### src/rtl/hough_pkg.sv
// Shared constants, types and Q1.14 trig constants for the Hough rho front end.
package hough_pkg;

    localparam int unsigned COORD_W = 10;
    localparam int unsigned FRAC    = 14;
    localparam int unsigned N_THETA = 180;
    localparam int unsigned RHO_W   = 16;
    localparam int unsigned THETA_W = 8;
    localparam int unsigned TRIG_W  = 16;
    localparam int unsigned SUM_W   = COORD_W + 17;

    typedef enum logic [1:0] {
        IDLE  = 2'd0,
        SWEEP = 2'd1,
        DRAIN = 2'd2
    } state_e;

    typedef logic signed [TRIG_W-1:0] trig_t;

    typedef struct packed {
        trig_t cos_v;
        trig_t sin_v;
    } trig_pair_t;

    // round(2^14 * sin(k deg)) for k = 0..90; the other quadrants are folded onto it.
    localparam trig_t SIN_Q [91] = '{
        16'sd0,     16'sd286,   16'sd572,   16'sd857,   16'sd1143,
        16'sd1428,  16'sd1713,  16'sd1997,  16'sd2280,  16'sd2563,
        16'sd2845,  16'sd3126,  16'sd3406,  16'sd3686,  16'sd3964,
        16'sd4240,  16'sd4516,  16'sd4790,  16'sd5063,  16'sd5334,
        16'sd5604,  16'sd5872,  16'sd6138,  16'sd6402,  16'sd6664,
        16'sd6924,  16'sd7182,  16'sd7438,  16'sd7692,  16'sd7943,
        16'sd8192,  16'sd8438,  16'sd8682,  16'sd8923,  16'sd9162,
        16'sd9397,  16'sd9630,  16'sd9860,  16'sd10087, 16'sd10311,
        16'sd10531, 16'sd10749, 16'sd10963, 16'sd11174, 16'sd11381,
        16'sd11585, 16'sd11786, 16'sd11982, 16'sd12176, 16'sd12365,
        16'sd12551, 16'sd12733, 16'sd12911, 16'sd13085, 16'sd13255,
        16'sd13421, 16'sd13583, 16'sd13741, 16'sd13894, 16'sd14044,
        16'sd14189, 16'sd14330, 16'sd14466, 16'sd14598, 16'sd14726,
        16'sd14849, 16'sd14968, 16'sd15082, 16'sd15191, 16'sd15296,
        16'sd15396, 16'sd15491, 16'sd15582, 16'sd15668, 16'sd15749,
        16'sd15826, 16'sd15897, 16'sd15964, 16'sd16026, 16'sd16083,
        16'sd16135, 16'sd16182, 16'sd16225, 16'sd16262, 16'sd16294,
        16'sd16322, 16'sd16344, 16'sd16362, 16'sd16374, 16'sd16382,
        16'sd16384
    };

    function automatic trig_t sin_quarter(input logic [6:0] k);
        if (k > 7'd90) begin
            return 16'sd0;
        end
        return SIN_Q[k];
    endfunction

    function automatic trig_t trig_sin(input logic [THETA_W-1:0] t);
        if (t <= THETA_W'(90)) begin
            return sin_quarter(7'(t));
        end
        return sin_quarter(7'(THETA_W'(180) - t));
    endfunction

    function automatic trig_t trig_cos(input logic [THETA_W-1:0] t);
        if (t <= THETA_W'(90)) begin
            return sin_quarter(7'(THETA_W'(90) - t));
        end
        return -sin_quarter(7'(t - THETA_W'(90)));
    endfunction

endpackage

### src/rtl/hough_rho_calc_trig_lut.sv
// Combinational ROM: theta index (degrees) to Q1.14 {cos, sin}.
module hough_trig_lut
    import hough_pkg::*;
(
    input  logic [THETA_W-1:0] theta,
    output trig_pair_t         trig_c
);

    always_comb begin
        trig_c.cos_v = trig_cos(theta);
        trig_c.sin_v = trig_sin(theta);
    end

endmodule

### src/rtl/hough_rho_calc.sv
// Per-pixel Hough front end: sweeps theta 0..N_THETA-1 and streams floor(x*cos + y*sin) >> FRAC.
module hough_rho_calc
    import hough_pkg::*;
(
    input  logic                    clk,
    input  logic                    rst,
    input  logic                    in_valid,
    output logic                    in_ready,
    input  logic [COORD_W-1:0]      in_x,
    input  logic [COORD_W-1:0]      in_y,
    output logic                    out_valid,
    input  logic                    out_ready,
    output logic [THETA_W-1:0]      out_theta,
    output logic signed [RHO_W-1:0] out_rho,
    output logic                    out_last,
    output logic                    busy
);

    localparam logic [THETA_W-1:0] THETA_LAST = THETA_W'(N_THETA - 1);

    state_e                    state_q, state_d;
    logic [THETA_W-1:0]        theta_q, theta_d;
    logic [COORD_W-1:0]        x_q, x_d, y_q, y_d;
    logic                      v1_q, v1_d;
    logic [THETA_W-1:0]        theta1_q, theta1_d;
    trig_pair_t                trig1_q, trig1_d;
    logic                      v2_q, v2_d;
    logic [THETA_W-1:0]        theta2_q, theta2_d;
    logic signed [SUM_W-1:0]   sum2_q, sum2_d;
    logic                      out_valid_q, out_valid_d;
    logic [THETA_W-1:0]        out_theta_q, out_theta_d;
    logic signed [RHO_W-1:0]   out_rho_q, out_rho_d;
    logic                      out_last_q, out_last_d;
    logic                      in_ready_q, in_ready_d;
    logic                      busy_q, busy_d;

    logic                      advance_c;
    logic                      accept_c;
    logic                      issue_c;
    logic [THETA_W-1:0]        issue_theta_c;
    trig_pair_t                lut_c;
    logic signed [SUM_W-1:0]   x_ext_c, y_ext_c, cos_ext_c, sin_ext_c;

    // Index 0 is issued in the accept cycle itself; theta_q holds the next index to issue.
    assign advance_c     = !out_valid_q | out_ready;
    assign accept_c      = (state_q == IDLE) & in_valid & in_ready_q;
    assign issue_c       = accept_c | ((state_q == SWEEP) & advance_c);
    assign issue_theta_c = (state_q == SWEEP) ? theta_q : '0;

    hough_trig_lut u_lut (
        .theta  (issue_theta_c),
        .trig_c (lut_c)
    );

    always_comb begin
        x_ext_c   = SUM_W'(x_q);
        y_ext_c   = SUM_W'(y_q);
        cos_ext_c = SUM_W'($signed(trig1_q.cos_v));
        sin_ext_c = SUM_W'($signed(trig1_q.sin_v));
    end

    always_comb begin
        state_d     = state_q;
        theta_d     = theta_q;
        x_d         = x_q;
        y_d         = y_q;
        v1_d        = v1_q;
        theta1_d    = theta1_q;
        trig1_d     = trig1_q;
        v2_d        = v2_q;
        theta2_d    = theta2_q;
        sum2_d      = sum2_q;
        out_valid_d = out_valid_q;
        out_theta_d = out_theta_q;
        out_rho_d   = out_rho_q;
        out_last_d  = out_last_q;

        case (state_q)
            IDLE: begin
                if (accept_c) begin
                    x_d     = in_x;
                    y_d     = in_y;
                    theta_d = THETA_W'(1);
                    state_d = SWEEP;
                end
            end
            SWEEP: begin
                if (advance_c) begin
                    theta_d = theta_q + THETA_W'(1);
                    if (theta_q == THETA_LAST) begin
                        state_d = DRAIN;
                    end
                end
            end
            DRAIN: begin
                if (out_valid_q & out_ready & out_last_q) begin
                    state_d = IDLE;
                end
            end
            default: state_d = IDLE;
        endcase

        // Whole pipeline moves together so a stalled output never loses or repeats a result.
        if (advance_c) begin
            v1_d        = issue_c;
            theta1_d    = issue_theta_c;
            trig1_d     = lut_c;
            v2_d        = v1_q;
            theta2_d    = theta1_q;
            sum2_d      = (x_ext_c * cos_ext_c) + (y_ext_c * sin_ext_c);
            out_valid_d = v2_q;
            out_theta_d = theta2_q;
            out_rho_d   = RHO_W'(sum2_q >>> FRAC);
            out_last_d  = v2_q & (theta2_q == THETA_LAST);
        end

        in_ready_d = (state_d == IDLE);
        busy_d     = (state_d != IDLE);
    end

    always_ff @(posedge clk or posedge rst) begin
        if (rst) begin
            state_q     <= IDLE;
            theta_q     <= '0;
            x_q         <= '0;
            y_q         <= '0;
            v1_q        <= 1'b0;
            theta1_q    <= '0;
            trig1_q     <= '0;
            v2_q        <= 1'b0;
            theta2_q    <= '0;
            sum2_q      <= '0;
            out_valid_q <= 1'b0;
            out_theta_q <= '0;
            out_rho_q   <= '0;
            out_last_q  <= 1'b0;
            in_ready_q  <= 1'b1;
            busy_q      <= 1'b0;
        end else begin
            state_q     <= state_d;
            theta_q     <= theta_d;
            x_q         <= x_d;
            y_q         <= y_d;
            v1_q        <= v1_d;
            theta1_q    <= theta1_d;
            trig1_q     <= trig1_d;
            v2_q        <= v2_d;
            theta2_q    <= theta2_d;
            sum2_q      <= sum2_d;
            out_valid_q <= out_valid_d;
            out_theta_q <= out_theta_d;
            out_rho_q   <= out_rho_d;
            out_last_q  <= out_last_d;
            in_ready_q  <= in_ready_d;
            busy_q      <= busy_d;
        end
    end

    assign in_ready  = in_ready_q;
    assign out_valid = out_valid_q;
    assign out_theta = out_theta_q;
    assign out_rho   = out_rho_q;
    assign out_last  = out_last_q;
    assign busy      = busy_q;

endmodule

### config.mk
export PLATFORM = sky130hd
export DESIGN_NAME = hough_rho_calc
export DESIGN_NICKNAME = d
export VERILOG_FILES = /design/src/rtl/hough_pkg.sv /design/src/rtl/hough_rho_calc_trig_lut.sv /design/src/rtl/hough_rho_calc.sv
export SDC_FILE = /design/constraint.sdc
export NUM_CORES = 1
export LEC_CHECK = 0
export CAP_MARGIN = 30
export CORE_ASPECT_RATIO = 1.2
export CORE_MARGIN = 2
export CORE_UTILIZATION = 40
export CTS_CLUSTER_SIZE = 14
export DETAILED_ROUTE_END_ITERATION = 12
export SYNTH_ARGS = -nofsm -noshare
export SYNTH_HDL_FRONTEND = slang
export SYNTH_SLANG_ARGS = --single-unit
### constraint.sdc
create_clock -name clk -period 20.4 [get_ports clk]
set_input_delay 4.08 -clock clk [delete_from_list [all_inputs] [get_ports clk]]
set_output_delay 4.08 -clock clk [all_outputs]
set_load 0.03 [all_outputs]
==> impl_results.md <==
* Critical Path RT at 20.69 ns
* Boundary Pins at 52
* Switching part of the total at 62.1%
* Vias per std cell at 5.96
* Starting DRC count in detailed routing at 1833
* CTS tree: built
* Setup bufs post-CTS at 0
* Global router's overall resource usage at 27.1%
* Final ANT Viol Nets at 0
* Least-Margin Pin Slew at 1.07 ns
* Pint at 0.00159 W
* Mapped Avg Cell Area at 7.85 um2
* Area after DPL at 0.0237 mm2
* Maximum vdd ir drop at 0.278 mV
* Fin crit share at 35.6%
* WHS Path Cells at 2
* Layout Nets at 3230
* Startpoint types: register
* Clock H-tree levels at 4
* Syn_nets at 3364
* Routed length per instance at 22.6 um
* Hold Buf Count CTS at 0
* Hpwl dp at 57400 um
* Reg2reg path depth at 23
* Layout cells sized above 1 at 4.98%
* Clock share of power at 7.9%
* Die Wd at 222 um
* Pre-CTS setup slack at 13.11 ns
* Commonest non-fill, non-tap cell in the layout: nand2_1
* CTS root buffer: clkbuf_16
* Combinational share of power at 81.8%
* Slew Limit Fails at 0
* Cells after Synth at 2911
* Starting Density at 40.2%
* Most used DFF post-synth: dfrtp_1
* Leak pwr at 11.3 nW
* Routability cong. at 0.946
* WL met2 at 39700 um
* Area of the core at 0.0568 mm2
* Clk Latency, worst-skew pair at 0.45 ns
* Die H at 266 um
* Max cap viols at 0
* Netlist cell types at 97
* PortBufs at 51
* Worst-path clk slew at 0.06 ns
* Share of power burned in registers at 10.3%
* Crit path top cell by count: fa_1
* Largest net degree at the start of global routing at 81
* Fmax at 138 MHz
* Vias in the first global route at 21100
* Post-route DRC at 0
* Die area at 0.0591 mm2
* CTS resizes at 0
* Met1 Wirelength at 31100 um
* Rel. slew slack at 28.7%
* Critical path type: register to register
* Post-layout util at 42.8%
* Design area at 0.0243 mm2
* Worst setup margin at 13.15 ns
* Yosys reg bits at 117
* Max FO, Critical Path at 16
* Met3 routed WL at 4770 um
* Sw power at 0.00262 W
* Skew final at 0.0137 ns
* Via count at 21000
* Initial antenna violation count at 0
* Clock sink count at 117
* Top Layer Used: met4
* Setup TNS at 0 ns
* Max clock buf depth at 2
* Part of the Yosys area used for sequential elements at 12.8%
* Asr flop ratio synth at 100%
* Row count at 96
* Detailed-route wire length at 79700 um
* Final setup violation count at 0
* Run status: completed
* CP max stage cell: dfrtp_1
* Area delta synth->final at 6.45%
* Yosys warning total at 0
* CP arrival at 7.54 ns
* Grt ovf at 0
* First-pass iteration count of the detailed router at 7
* Number of synthesized flops with an enable pin at 0
* Total CTS buffers at 17
* Crit. End Element: register
* First-pass GRT wire length at 124000 um
* Final Power at 0.00421 W
* Final hold viol count at 0
* Crit-path cells: nand2_1, fa_1, inv_1, fa_1, inv_1, fa_1, inv_1, fa_1, fa_1, fa_1, inv_1, fa_1, inv_1, ha_1, a21o_1, a21o_1, a21oi_1, a31oi_1, o41a_1, o41ai_1, o21bai_1, xnor2_1, a21oi_1
* Hold Path Class: register to register
* Pwr/cell area at 173 mW/mm2
* Final worst path period need at 7.25 ns
* Synth Cell Area at 0.0229 mm2
* Commonest cells after routing, fill and taps aside: nand2_1 (484), inv_1 (310), fa_1 (289)
* Critical path's largest stage delay at 0.75 ns
* RSZ-0062 raised after global routing: no
## cells by family (layout without fill, tap and decap cells)
family / count (synthesis) / in the layout / synth area share (%)
and+or+nand+nor: 1049 / 1049 / 21.5
AOI/OAI and AO/OA: 677 / 677 / 19.7
buffers and inverters: 568 / 447 / 9.72
adders and majority gates: 430 / 430 / 33.0
DFF: 117 / 117 / 12.8
xor gates and xnor gates: 47 / 47 / 1.80
muxes: 23 / 23 / 1.51
other: 0 / 1 / 0
## Yosys cell counts (all sizes together), types with 8 or more instances
master | instances | area (um2)
a221oi | 13 | 144
mux4 | 8 | 180
nor2b | 13 | 81.3
nor3 | 52 | 282
o2111ai | 9 | 78.8
a31oi | 42 | 269
and2 | 204 | 1280
inv | 312 | 1170
or3 | 10 | 62.6
o311ai | 14 | 123
buf | 70 | 354
o221ai | 9 | 78.8
nand3 | 45 | 238
dfrtp | 116 | 2900
o211ai | 62 | 465
clkbuf | 184 | 691
nand2b | 17 | 106
nand4 | 12 | 75.1
o22ai | 15 | 93.8
nor2 | 168 | 631
a21o | 18 | 135
a311o | 8 | 81.3
a211oi | 47 | 358
ha | 140 | 1750
nand2 | 484 | 1820
a211o | 13 | 114
xor2 | 13 | 114
xnor2 | 34 | 298
o21a | 11 | 90.1
a21oi | 172 | 872
fa | 289 | 5790
a311oi | 22 | 193
mux2i | 12 | 128
nor3b | 8 | 65.1
o31ai | 13 | 97.6
o21ai | 144 | 721
## area by class of cell
class,count,area (um2)
clock inverters,15,203
well taps,735,920
fillers,5714,32500
multi-input cells,2226,17800
diodes,1,2.50
clock buffers,17,425
flip-flops and latches,117,2930
repair buffers,101,913
inverters,314,1180
## through the flow
step                      std cells  hold slack (ns)
after floorplan                2911            0.446
after global placement         3490            0.450
after detailed placement       3492            0.459
after CTS                      3524            0.472
after global routing           3525            0.488
final                          3526            0.473
## power by group through the flow
stage	combinational, W	sequential, W	clock, W
6_report	0.00344	0.000432	0.000334
5_1_grt	0.00367	0.000444	0.000350
4_1_cts	0.00333	0.000428	0.000340
3_5_place_dp	0.00332	0.000433	0
3_3_place_gp	0.00331	0.000427	0
2_1_floorplan	0.00244	0.000352	0
## flip-flops by register name, summed over array words and instances, names as in the netlist, 2 cells and up
name,flops
theta1_q,8
x_q,10
sin_ext_c,15
cos_ext_c,16
y_q,10
out_theta,8
out_rho,13
state_q,2
sum2_q,13
theta2_q,8
theta_q,8
## worst max-delay path: cells and delay by family, from the launching register on
family | cells | cell delay [ns]
compound gates | 8 | 2.15
xor+xnor | 1 | 0.18
buf+inv | 5 | 0.25
fa+ha+maj | 8 | 3.60
flops | 1 | 0.75
simple gates | 1 | 0.17
## routing by layer
layer	track usage [%]	vias to the layer above
met2	46.9	913
met5	0	-
met1	33.8	10400
met3	2.62	210
li1	-	9455
met4	13.2	0
## worst paths after layout
check / end / slack [ns] / start
max: sum2_q[26] / 13.15 / y_q[3]
min: out_rho[0] / 0.47 / out_rho[0]
max reg2reg: sum2_q[26] / 13.15 / y_q[3]
min reg2reg: out_rho[0] / 0.47 / out_rho[0]
max in group asynchronous: sin_ext_c[7] / 15.17 / rst
min in group asynchronous: sum2_q[17] / 3.88 / rst
(Power assumes the default switching activity.)
